$ cat src/rtl/mem_arb_pkg.sv
// Shared types and parameter defaults for the memory read arbiter.
// The request/response structs are sized from the default widths below.
package mem_arb_pkg;

    localparam int ADDR_W_DEF     = 40;
    localparam int IC_ADDR_W_DEF  = 26;
    localparam int OFFSET_W_DEF   = 6;
    localparam int LINE_W_DEF     = 256;
    localparam int ID_W_DEF       = 4;
    localparam int MAX_DC_OUT_DEF = 4;

    typedef enum logic {
        SRC_DC = 1'b0,
        SRC_IC = 1'b1
    } src_e;

    typedef struct packed {
        logic [ADDR_W_DEF-1:0] addr;
        logic [ID_W_DEF:0]     id;
    } mem_req_t;

    typedef struct packed {
        logic [LINE_W_DEF-1:0] data;
        logic [ID_W_DEF:0]     id;
        logic                  last;
    } mem_resp_t;

endpackage

$ cat src/rtl/mem_arb_rr.sv
// Two-input round-robin grant. Once a grant is presented it is locked
// until the downstream ready completes the handshake.
module mem_arb_rr
    import mem_arb_pkg::*;
(
    input  logic clk_i,
    input  logic rst_i,
    input  logic ic_req,
    input  logic dc_req,
    input  logic ready,
    output logic valid,
    output logic grant_ic,
    output logic grant_dc
);

    logic lock_r;
    src_e lock_src_r;
    src_e ptr_r;
    logic valid_s;
    src_e sel_s;

    // Pick a source: a locked grant wins, otherwise the pointer breaks ties.
    always_comb begin
        valid_s = 1'b0;
        sel_s   = SRC_DC;
        if (lock_r) begin
            valid_s = 1'b1;
            sel_s   = lock_src_r;
        end else if (ic_req && dc_req) begin
            valid_s = 1'b1;
            sel_s   = ptr_r;
        end else if (ic_req) begin
            valid_s = 1'b1;
            sel_s   = SRC_IC;
        end else if (dc_req) begin
            valid_s = 1'b1;
            sel_s   = SRC_DC;
        end else begin
            valid_s = 1'b0;
            sel_s   = SRC_DC;
        end
    end

    // Lock a stalled grant; after a handshake favour the other source.
    always_ff @(posedge clk_i) begin
        if (rst_i) begin
            lock_r     <= 1'b0;
            lock_src_r <= SRC_DC;
            ptr_r      <= SRC_IC;
        end else if (valid_s && ready) begin
            lock_r <= 1'b0;
            case (sel_s)
                SRC_IC:  ptr_r <= SRC_DC;
                SRC_DC:  ptr_r <= SRC_IC;
                default: ptr_r <= SRC_IC;
            endcase
        end else if (valid_s) begin
            lock_r     <= 1'b1;
            lock_src_r <= sel_s;
        end else begin
            lock_r <= 1'b0;
        end
    end

    assign valid    = valid_s;
    assign grant_ic = valid_s && (sel_s == SRC_IC);
    assign grant_dc = valid_s && (sel_s == SRC_DC);

endmodule

$ cat src/rtl/mem_read_arbiter.sv
// Shares one memory read port between icache refills and dcache miss reads.
// Define MEM_ARB_PERF_CNT_EN to add grant and stall performance counters.
module mem_read_arbiter
    import mem_arb_pkg::*;
#(
    parameter int ADDR_W     = ADDR_W_DEF,
    parameter int IC_ADDR_W  = IC_ADDR_W_DEF,
    parameter int OFFSET_W   = OFFSET_W_DEF,
    parameter int LINE_W     = LINE_W_DEF,
    parameter int ID_W       = ID_W_DEF,
    parameter int MAX_DC_OUT = MAX_DC_OUT_DEF
) (
    input  logic              clk_i,
    input  logic              rst_i,
    input  logic              ic_valid_i,
    input  logic [IC_ADDR_W-1:0] ic_addr_i,
    output logic              ic_valid_o,
    output logic [LINE_W-1:0] ic_line_o,
    output logic              ic_busy_o,
    output logic              ic_overflow_o,
    input  logic              dc_req_valid_i,
    output logic              dc_req_ready_o,
    input  logic [ADDR_W-1:0] dc_req_addr_i,
    input  logic [ID_W-1:0]   dc_req_id_i,
    output logic              dc_resp_valid_o,
    input  logic              dc_resp_ready_i,
    output logic [LINE_W-1:0] dc_resp_data_o,
    output logic [ID_W-1:0]   dc_resp_id_o,
    output logic              dc_resp_last_o,
    output logic              mem_req_valid_o,
    input  logic              mem_req_ready_i,
    output logic [ADDR_W-1:0] mem_req_addr_o,
    output logic [ID_W:0]     mem_req_id_o,
    input  logic              mem_resp_valid_i,
    output logic              mem_resp_ready_o,
    input  logic [LINE_W-1:0] mem_resp_data_i,
    input  logic [ID_W:0]     mem_resp_id_i,
    input  logic              mem_resp_last_i,
    output logic              spurious_resp_o
`ifdef MEM_ARB_PERF_CNT_EN
    ,
    output logic [31:0]       perf_ic_grants_o,
    output logic [31:0]       perf_dc_grants_o,
    output logic [31:0]       perf_stall_cycles_o
`endif
);

    localparam int CNT_W = $clog2(MAX_DC_OUT + 1);
    localparam logic [CNT_W-1:0] CNT_MAX  = CNT_W'(MAX_DC_OUT);
    localparam logic [CNT_W-1:0] CNT_ZERO = {CNT_W{1'b0}};
    localparam logic [CNT_W-1:0] CNT_ONE  = CNT_W'(1);

    logic                 buf_valid_r;
    logic [ADDR_W-1:0]    buf_addr_r;
    logic                 ic_out_r;
    logic                 ic_ovf_r;
    logic [CNT_W-1:0]     dc_cnt_r;

    logic                 ic_busy_s;
    logic [ADDR_W+IC_ADDR_W+OFFSET_W-1:0] ic_wide_s;
    logic                 dc_cand_s;
    logic                 arb_valid_s;
    logic                 gnt_ic_s;
    logic                 gnt_dc_s;
    logic                 dc_inc_s;
    logic                 dc_dec_s;
    mem_req_t             req_s;
    mem_resp_t            resp_s;
    src_e                 resp_src_s;
    logic                 resp_ready_s;
    logic                 ic_hit_s;
    logic                 dc_fwd_s;
    logic                 spurious_s;

    assign ic_busy_s = buf_valid_r || ic_out_r;
    // Wide zero-extension lets the line address be truncated or padded to ADDR_W.
    assign ic_wide_s = {{ADDR_W{1'b0}}, ic_addr_i, {OFFSET_W{1'b0}}};
    assign dc_cand_s = dc_req_valid_i && (dc_cnt_r < CNT_MAX);

    mem_arb_rr u_rr (
        .clk_i    (clk_i),
        .rst_i    (rst_i),
        .ic_req   (buf_valid_r),
        .dc_req   (dc_cand_s),
        .ready    (mem_req_ready_i),
        .valid    (arb_valid_s),
        .grant_ic (gnt_ic_s),
        .grant_dc (gnt_dc_s)
    );

    // Build the downstream request from the granted source.
    always_comb begin
        req_s = '0;
        if (gnt_ic_s) begin
            req_s.addr = buf_addr_r;
            req_s.id   = {1'b1, {ID_W{1'b0}}};
        end else if (gnt_dc_s) begin
            req_s.addr = dc_req_addr_i;
            req_s.id   = {1'b0, dc_req_id_i};
        end else begin
            req_s = '0;
        end
    end

    // Route responses by source bit; unmatched responses are swallowed.
    always_comb begin
        resp_s.data  = mem_resp_data_i;
        resp_s.id    = mem_resp_id_i;
        resp_s.last  = mem_resp_last_i;
        resp_src_s   = src_e'(resp_s.id[ID_W]);
        resp_ready_s = 1'b0;
        ic_hit_s     = 1'b0;
        dc_fwd_s     = 1'b0;
        spurious_s   = 1'b0;
        case (resp_src_s)
            SRC_IC: begin
                resp_ready_s = 1'b1;
                if (ic_out_r) begin
                    ic_hit_s = mem_resp_valid_i && resp_s.last;
                end else begin
                    spurious_s = mem_resp_valid_i;
                end
            end
            SRC_DC: begin
                if (dc_cnt_r != CNT_ZERO) begin
                    dc_fwd_s     = mem_resp_valid_i;
                    resp_ready_s = dc_resp_ready_i;
                end else begin
                    resp_ready_s = mem_resp_valid_i;
                    spurious_s   = mem_resp_valid_i;
                end
            end
            default: begin
                resp_ready_s = 1'b0;
            end
        endcase
    end

    assign dc_inc_s = gnt_dc_s && mem_req_ready_i;
    assign dc_dec_s = dc_fwd_s && dc_resp_ready_i && resp_s.last;

    // Icache buffer / outstanding flag and dcache in-flight counter.
    always_ff @(posedge clk_i) begin
        if (rst_i) begin
            buf_valid_r <= 1'b0;
            buf_addr_r  <= {ADDR_W{1'b0}};
            ic_out_r    <= 1'b0;
            ic_ovf_r    <= 1'b0;
            dc_cnt_r    <= CNT_ZERO;
        end else begin
            ic_ovf_r <= ic_valid_i && ic_busy_s;
            if (ic_valid_i && !ic_busy_s) begin
                buf_valid_r <= 1'b1;
                buf_addr_r  <= ic_wide_s[ADDR_W-1:0];
            end else if (gnt_ic_s && mem_req_ready_i) begin
                buf_valid_r <= 1'b0;
            end
            if (gnt_ic_s && mem_req_ready_i) begin
                ic_out_r <= 1'b1;
            end else if (ic_hit_s) begin
                ic_out_r <= 1'b0;
            end
            if (dc_inc_s && !dc_dec_s && (dc_cnt_r < CNT_MAX)) begin
                dc_cnt_r <= dc_cnt_r + CNT_ONE;
            end else if (dc_dec_s && !dc_inc_s && (dc_cnt_r != CNT_ZERO)) begin
                dc_cnt_r <= dc_cnt_r - CNT_ONE;
            end
        end
    end

`ifdef MEM_ARB_PERF_CNT_EN
    logic [31:0] perf_ic_r;
    logic [31:0] perf_dc_r;
    logic [31:0] perf_stall_r;

    // Free-running grant and stall counters, wrapping at 2^32.
    always_ff @(posedge clk_i) begin
        if (rst_i) begin
            perf_ic_r    <= 32'd0;
            perf_dc_r    <= 32'd0;
            perf_stall_r <= 32'd0;
        end else begin
            if (gnt_ic_s && mem_req_ready_i) perf_ic_r <= perf_ic_r + 32'd1;
            if (dc_inc_s) perf_dc_r <= perf_dc_r + 32'd1;
            if (arb_valid_s && !mem_req_ready_i) perf_stall_r <= perf_stall_r + 32'd1;
        end
    end

    assign perf_ic_grants_o    = perf_ic_r;
    assign perf_dc_grants_o    = perf_dc_r;
    assign perf_stall_cycles_o = perf_stall_r;
`endif

    assign ic_busy_o       = ic_busy_s;
    assign ic_overflow_o   = ic_ovf_r;
    assign ic_valid_o      = ic_hit_s;
    assign ic_line_o       = ic_hit_s ? resp_s.data : {LINE_W{1'b0}};
    assign dc_req_ready_o  = gnt_dc_s && mem_req_ready_i;
    assign dc_resp_valid_o = dc_fwd_s;
    assign dc_resp_data_o  = dc_fwd_s ? resp_s.data : {LINE_W{1'b0}};
    assign dc_resp_id_o    = dc_fwd_s ? resp_s.id[ID_W-1:0] : {ID_W{1'b0}};
    assign dc_resp_last_o  = dc_fwd_s && resp_s.last;
    assign mem_req_valid_o = arb_valid_s;
    assign mem_req_addr_o  = req_s.addr;
    assign mem_req_id_o    = req_s.id;
    assign mem_resp_ready_o = resp_ready_s;
    assign spurious_resp_o = spurious_s;

endmodule

$ cat config.mk
export PLATFORM = sky130hd
export DESIGN_NAME = mem_read_arbiter
export DESIGN_NICKNAME = d
export VERILOG_FILES = /design/src/rtl/mem_arb_pkg.sv /design/src/rtl/mem_arb_rr.sv /design/src/rtl/mem_read_arbiter.sv
export SDC_FILE = /design/constraint.sdc
export NUM_CORES = 1
export LEC_CHECK = 0
export CORE_AREA = 8 8 345 347
export DETAILED_ROUTE_END_ITERATION = 12
export DIE_AREA = 0 0 353 355
export PLACE_DENSITY = 0.34
export SYNTH_ARGS = -nofsm -noshare
export SYNTH_HDL_FRONTEND = slang
export SYNTH_SLANG_ARGS = --single-unit
$ cat constraint.sdc
create_clock -name clk_i -period 3.7 [get_ports clk_i]
set_clock_uncertainty 0.2 [all_clocks]
set_input_delay 0.74 -clock clk_i [delete_from_list [all_inputs] [get_ports clk_i]]
set_output_delay 0.74 -clock clk_i [all_outputs]
set_load 0.05 [all_outputs]
==> flow_summary.toml, run 1 <==
[clock_tree]
h-tree-depth = 2
cts_setup_buffers = 0
clk_path_buf_depth = 2
cts-root-buf = "clkbuf_16"
cts_hold_buf = 0
cts.clk_slew.worst_paths_ns = 0.06
clk_latency_ns = 0.28
clock_sinks = 35
cts_resized = 0
cts_tree = "done"
numCtsBuffers = 5

[routing]
drtAntennaViolNets = 0
met2WireLength_mm = 45.66
drt_iter0_drc = 587
routed.top_layer = "met5"
vias_per_cell = 3.146
wl_mm = 94.96
wl_per_cell_um = 29.12
route.vias.total = 10260
drc_errors = 0
route.met3.wl_mm = 8.866
drtPass1Iterations = 5
met1_length_mm = 38.83

[yosys]
synth_cell_types = 32
synth_top_area_frac = 0.3183
synth-async-reset-ratio = 0
synth_top_flop_cell = "dfxtp_1"
yosys.area.top_type = "and2_1"
yosys_warnings = 0
ys_top_cells_by_count = "and2_1, and3_1, nand2_1"
ys_ff_latch = 35
ys_seq_area_frac = 0.1282
syn_nets = 1229
ys_top_cells_by_area = "and2_1, and3_1, dfxtp_1"
syn_area_per_cell_um2 = 6.146
synth_edf_count = 0
synth_cells = 889
netlist_area_um2 = 5464
yosysMostFrequentCell = "and2_1"

[critical_path]
cp_cell_sequence = "clkdlybuf4s50_1 > nor2b_4 > buf_12 > buf_12 > and3_1 > buf_12"
cp.arrival_ns = 2.58
cp-endpoint = "dc_resp_data_o[143]"
critical_path_class = "in2out"
cpMostUsedCell = "buf_12"
startpoint = "mem_resp_valid_i"
crit_fanout = 38
cp-start-kind = "input port"
worst-endpoint-required_ns = 2.76
regToRegSetupSlack_ns = 0.90
timing.rr.end = "dc_cnt_r[2]"
crit_path_end_kind = "output pin"
critical_path.max_stage_delay_ns = 0.54
worst-r2r-cell-count = 7
r2r-start = "dc_cnt_r[0]"
crit_path_top_delay_cell = "clkdlybuf4s50_1"

[global_route]
antenna_found_initial = 80
grt_pass1_vias = 10800
grt_use_total = 0.1425
grt_pass1_wl_mm = 120.9
grt_max_degree = 145
grt.overflow.total = 0

[placement]
globalplace.congestion = 0.9235
portBuffers = 908
dpl.hpwl_mm = 86.85

[sta]
finalMaxSlewViolations = 0
post-route-period-util = 0.9514
setup_viol = 0
max_freq_ghz = 0.2841
tns_ns = 0
max-slew-margin-rel = 0.3860
worst_pin_slew_ns = 0.9187
rsz0062_at_grt = "false"
hold_violations = 0
min_period_ns = 3.520
whs_ns = 0.2595

[die]
rows = 124
die-area_um2 = 125300
core_um2 = 113600
die_h_um = 355
start_util = 0.04811
ios = 909
fp.dieW_um = 353

[finish]
fillCellCount = 12460
drive_above_1_share = 0.3534
syn2layout_area_growth_pct = 308.2
nNetsFinal = 2065

[outcome]
outcome = "complete, no violations"

[hold_path]
hold_class = "reg2reg"

[power]
power_leakage_uw = 0.009286
p_per_area_nw_per_um2 = 182.5
ir_drop_mv = 0.2899

[flow_run]
cap_violations = 0
==> layer usage <==
metal  vias to the layer above  GRT usage
met4                        24    0.02675
met3                       138    0.06144
met1                      4815     0.1694
li1                       4631          -
met2                       650     0.2399
met5                         -          0
==> registers in the layout, indices dropped and copies added, names as in the netlist <==
register / count
buf_addr_r: 26
dc_cnt_r: 3
buf_valid_r: 1
ic_out_r: 1
ic_overflow_o: 1
u_rr.lock_r: 1
u_rr.lock_src_r: 1
u_rr.ptr_r: 1
==> kinds of logic after synthesis <==
family,Yosys count,synth area share
compound gates,66,0.06526
buf+inv,113,0.07923
mux,2,0.003664
flops,35,0.1282
fa+ha+maj,1,0.003664
simple gates,672,0.7199
==> stage by stage <==
step	utilization	area [um2]	cells	power, uW	worst slack (ns)
6_report	0.1964	22300	3261	4070	0.1800
2_1_floorplan	-	5464	889	1772	0.1780
4_1_cts	0.1959	22250	3238	4119	0.1780
3_5_place_dp	0.1945	22080	3230	3651	0.2108
3_3_place_gp	0.1945	22080	3230	3639	0.2014
5_1_grt	0.1959	22250	3241	4245	0.09917
==> worst min path at each step <==
stage | from | end | slack [ns] | depth (start not counted)
5_1_grt | buf_addr_r[16] | buf_addr_r[16] | 0.28 | 2
3_5_place_dp | buf_addr_r[30] | buf_addr_r[30] | 0.25 | 2
2_1_floorplan | buf_addr_r[10] | buf_addr_r[10] | 0.24 | 2
4_1_cts | buf_addr_r[30] | buf_addr_r[30] | 0.26 | 2
3_3_place_gp | buf_addr_r[10] | buf_addr_r[10] | 0.25 | 2
6_report | buf_addr_r[30] | buf_addr_r[30] | 0.26 | 2
==> layout by cell type (no fill, tap or decap), types with 4 or more instances in the layout <==
cell	count
a21oi_1	31
and2_1	278
and3_1	263
buf_12	578
buf_4	18
clkbuf_16	5
clkdlybuf4s50_1	341
dfxtp_1	35
diode_2	23
inv_1	4
nand2_1	113
nor2_1	4
o21ai_0	19
o21ai_1	9
==> where the power goes <==
part,internal [uW],total (uW),switching (uW)
Clock,287,456,170
Sequential,407,430,22.8
Combinational,1370,3180,1810
==> area by class of cell <==
type                       count  area (um2)  area share
timing repair buffer         937       15120      0.6779
multi-input combinational    741        4354      0.1952
tap                         1512        1892     0.08482
sequential                    35       700.7     0.03142
clock buffer                   7       152.6    0.006844
antenna                       23       57.56    0.002581
inverter                       5       18.77   0.0008415
clock inverter                 1       7.507   0.0003366
==> critical path, delay by kind of cell <==
kind / cells / cell delay (ns)
buffers and inverters: 4 / 1.16
and+or+nand+nor: 2 / 0.58
(Power assumes the default switching activity.)
==> inputs of run 2 (changes only) <==
--- a/config.mk
+++ b/config.mk
@@ -5,10 +5,11 @@
 export SDC_FILE = /design/constraint.sdc
 export NUM_CORES = 1
 export LEC_CHECK = 0
-export CORE_AREA = 8 8 345 347
+export CORE_AREA = 8 8 350 352
 export DETAILED_ROUTE_END_ITERATION = 12
-export DIE_AREA = 0 0 353 355
-export PLACE_DENSITY = 0.34
+export DIE_AREA = 0 0 358 360
+export PLACE_DENSITY = 0.33
 export SYNTH_ARGS = -nofsm -noshare
 export SYNTH_HDL_FRONTEND = slang
+export SYNTH_HIERARCHICAL = 1
 export SYNTH_SLANG_ARGS = --single-unit
==> flow_summary.toml, run 2 <==
[finish]
syn2layout_area_growth_pct = 318.0
top_register = "buf_addr_r"
final_cell_mix = "buf_12, and2_1, clkdlybuf4s50_1"
drive_above_1_share = 0.3644
reg_top3 = "buf_addr_r x26, dc_cnt_r x3"
final_cells = 3227
largest_reg_flops = 26
nNetsFinal = 2013
layout_commonest_cell = "buf_12"

[sta]
tns_ns = 0
hold_violations = 0
whs_ns = 0.2552
finalMaxSlewViolations = 0
max-slew-margin-rel = 0.3093
worst_pin_slew_ns = 1.034
rsz0062_at_grt = "false"
setup_viol = 0
min_period_ns = 3.596
post-route-period-util = 0.9720
max_freq_ghz = 0.2781

[yosys]
synth_fa_ha_area_frac = 0.003770
synth-async-reset-ratio = 0
synthSimpleGateAreaFrac = 0.7057
synth_cells = 807
ys_top_cells_by_count = "and2_1, nand2_1, clkbuf_1"
syn_nets = 1147
synth.area.mux_share = 0.01037
ys_seq_area_frac = 0.1320
synth_top_family_by_area = "simple AND/OR/NAND/NOR gates"
synth_compound_area_frac = 0.08200
ys_ff_latch = 35
synth_cell_types = 35
yosys_warnings = 6
synth_top_area_frac = 0.6327
yosys.area.top_type = "and2_1"
ys_top_cells_by_area = "and2_1, dfxtp_1, nand2_1"
synth_edf_count = 0
netlist_area_um2 = 5310
yosysMostFrequentCell = "and2_1"
syn_area_per_cell_um2 = 6.580
synth_top_flop_cell = "dfxtp_1"
synth_xor_area_frac = 0

[critical_path]
timing.rr.end = "dc_cnt_r[2]"
cp-start-kind = "input port"
worst-endpoint-required_ns = 2.76
regToRegSetupSlack_ns = 1.01
cp.arrival_ns = 2.66
r2r-start = "dc_cnt_r[2]"
crit_path_end_kind = "output pin"
worst-r2r-cell-count = 11
critical_path_class = "in2out"
crit_fanout = 27
cp-endpoint = "mem_req_addr_o[9]"
startpoint = "dc_req_valid_i"

[routing]
wl_mm = 92.81
wl_per_cell_um = 28.76
drtAntennaViolNets = 0
vias_per_cell = 2.867
drt_iter0_drc = 399
route.vias.total = 9253
drc_errors = 0
drtPass1Iterations = 4

[global_route]
grt_pass1_wl_mm = 116.6
grt.overflow.total = 0
grt_use_total = 0.1365
grt_pass1_vias = 10190
grt_max_degree = 100
antenna_found_initial = 83

[power]
power_leakage_uw = 0.008483
p_per_area_nw_per_um2 = 190.3
ir_drop_mv = 0.1851

[clock_tree]
cts_hold_buf = 0
clk_latency_ns = 0.29
cts_tree = "done"
cts-root-buf = "clkbuf_16"
h-tree-depth = 2
cts_setup_buffers = 0
clk_path_buf_depth = 2
cts.clk_slew.worst_paths_ns = 0.06
numCtsBuffers = 5
clock_sinks = 35
cts_resized = 0

[placement]
globalplace.congestion = 0.8493
portBuffers = 908
place_inst = 3202
dpl.hpwl_mm = 86.94

[outcome]
outcome = "complete, no violations"

[die]
fp.dieW_um = 358
rows = 126
die-area_um2 = 128900
start_util = 0.04539
core_um2 = 117000
die_h_um = 360
ios = 909

[hold_path]
hold_class = "reg2reg"

[flow_run]
cap_violations = 0
[run 2: worst min-delay path by stage]
stage | start | to | slack (ns) | cells after the start
after global routing | buf_addr_r[23] | buf_addr_r[23] | 0.27 | 2
after floorplan | buf_addr_r[31] | buf_addr_r[31] | 0.24 | 2
after detailed placement | buf_addr_r[23] | buf_addr_r[23] | 0.25 | 2
after CTS | buf_addr_r[23] | buf_addr_r[23] | 0.26 | 2
final | buf_addr_r[23] | buf_addr_r[23] | 0.26 | 2
after global placement | buf_addr_r[23] | buf_addr_r[23] | 0.25 | 2
[run 2: cell families (layout without fill, tap and decap cells)]
family | Yosys count | after routing
buffers and inverters | 80 | 947
AOI/OAI and AO/OA | 65 | 65
muxes | 5 | 5
adders and majority gates | 1 | 1
DFF | 35 | 35
and+or+nand+nor | 621 | 621
other | 0 | 17
[run 2: metal layers]
metal	part of all wire	GRT usage
met2	0.47	0.2316
met3	0.14	0.07549
met1	0.39	0.1586
met5	0.0019	0
met4	0.0079	0.003311
[run 2: per-stage QoR]
stage,worst slack (ns),utilization,total power [uW],instance area (um2)
2_1_floorplan,0.07395,-,1819,5310
3_3_place_gp,0.09322,0.1882,3850,22010
3_5_place_dp,0.1122,0.1882,3862,22010
4_1_cts,0.07941,0.1894,4318,22150
5_1_grt,0.006059,0.1894,4418,22150
6_report,0.1035,0.1897,4223,22190
[run 2: final cells by class]
cell class,count,area (um2)
Tap cell,1536,1922
Sequential cell,35,700.7
Clock buffer,6,128.9
Fill cell,12830,94780
Inverter,5,18.77
Timing Repair Buffer,934,15090
Clock inverter,2,12.51
Multi-Input combinational cell,692,4279
Antenna cell,17,42.54
[run 2: critical path, cell delays in order]
cell,delay [ns]
clkdlybuf4s50_1,0.49
and2b_1,0.18
a21bo_1,0.23
mux2i_2,0.19
nor2b_4,0.23
buf_12,0.20
a22o_1,0.23
buf_12,0.16
[run 2: where the power goes]
group | switching (uW) | internal (uW) | total (uW)
combinational | 1810 | 1540 | 3350
sequential | 32.3 | 409 | 442
clock | 181 | 249 | 430
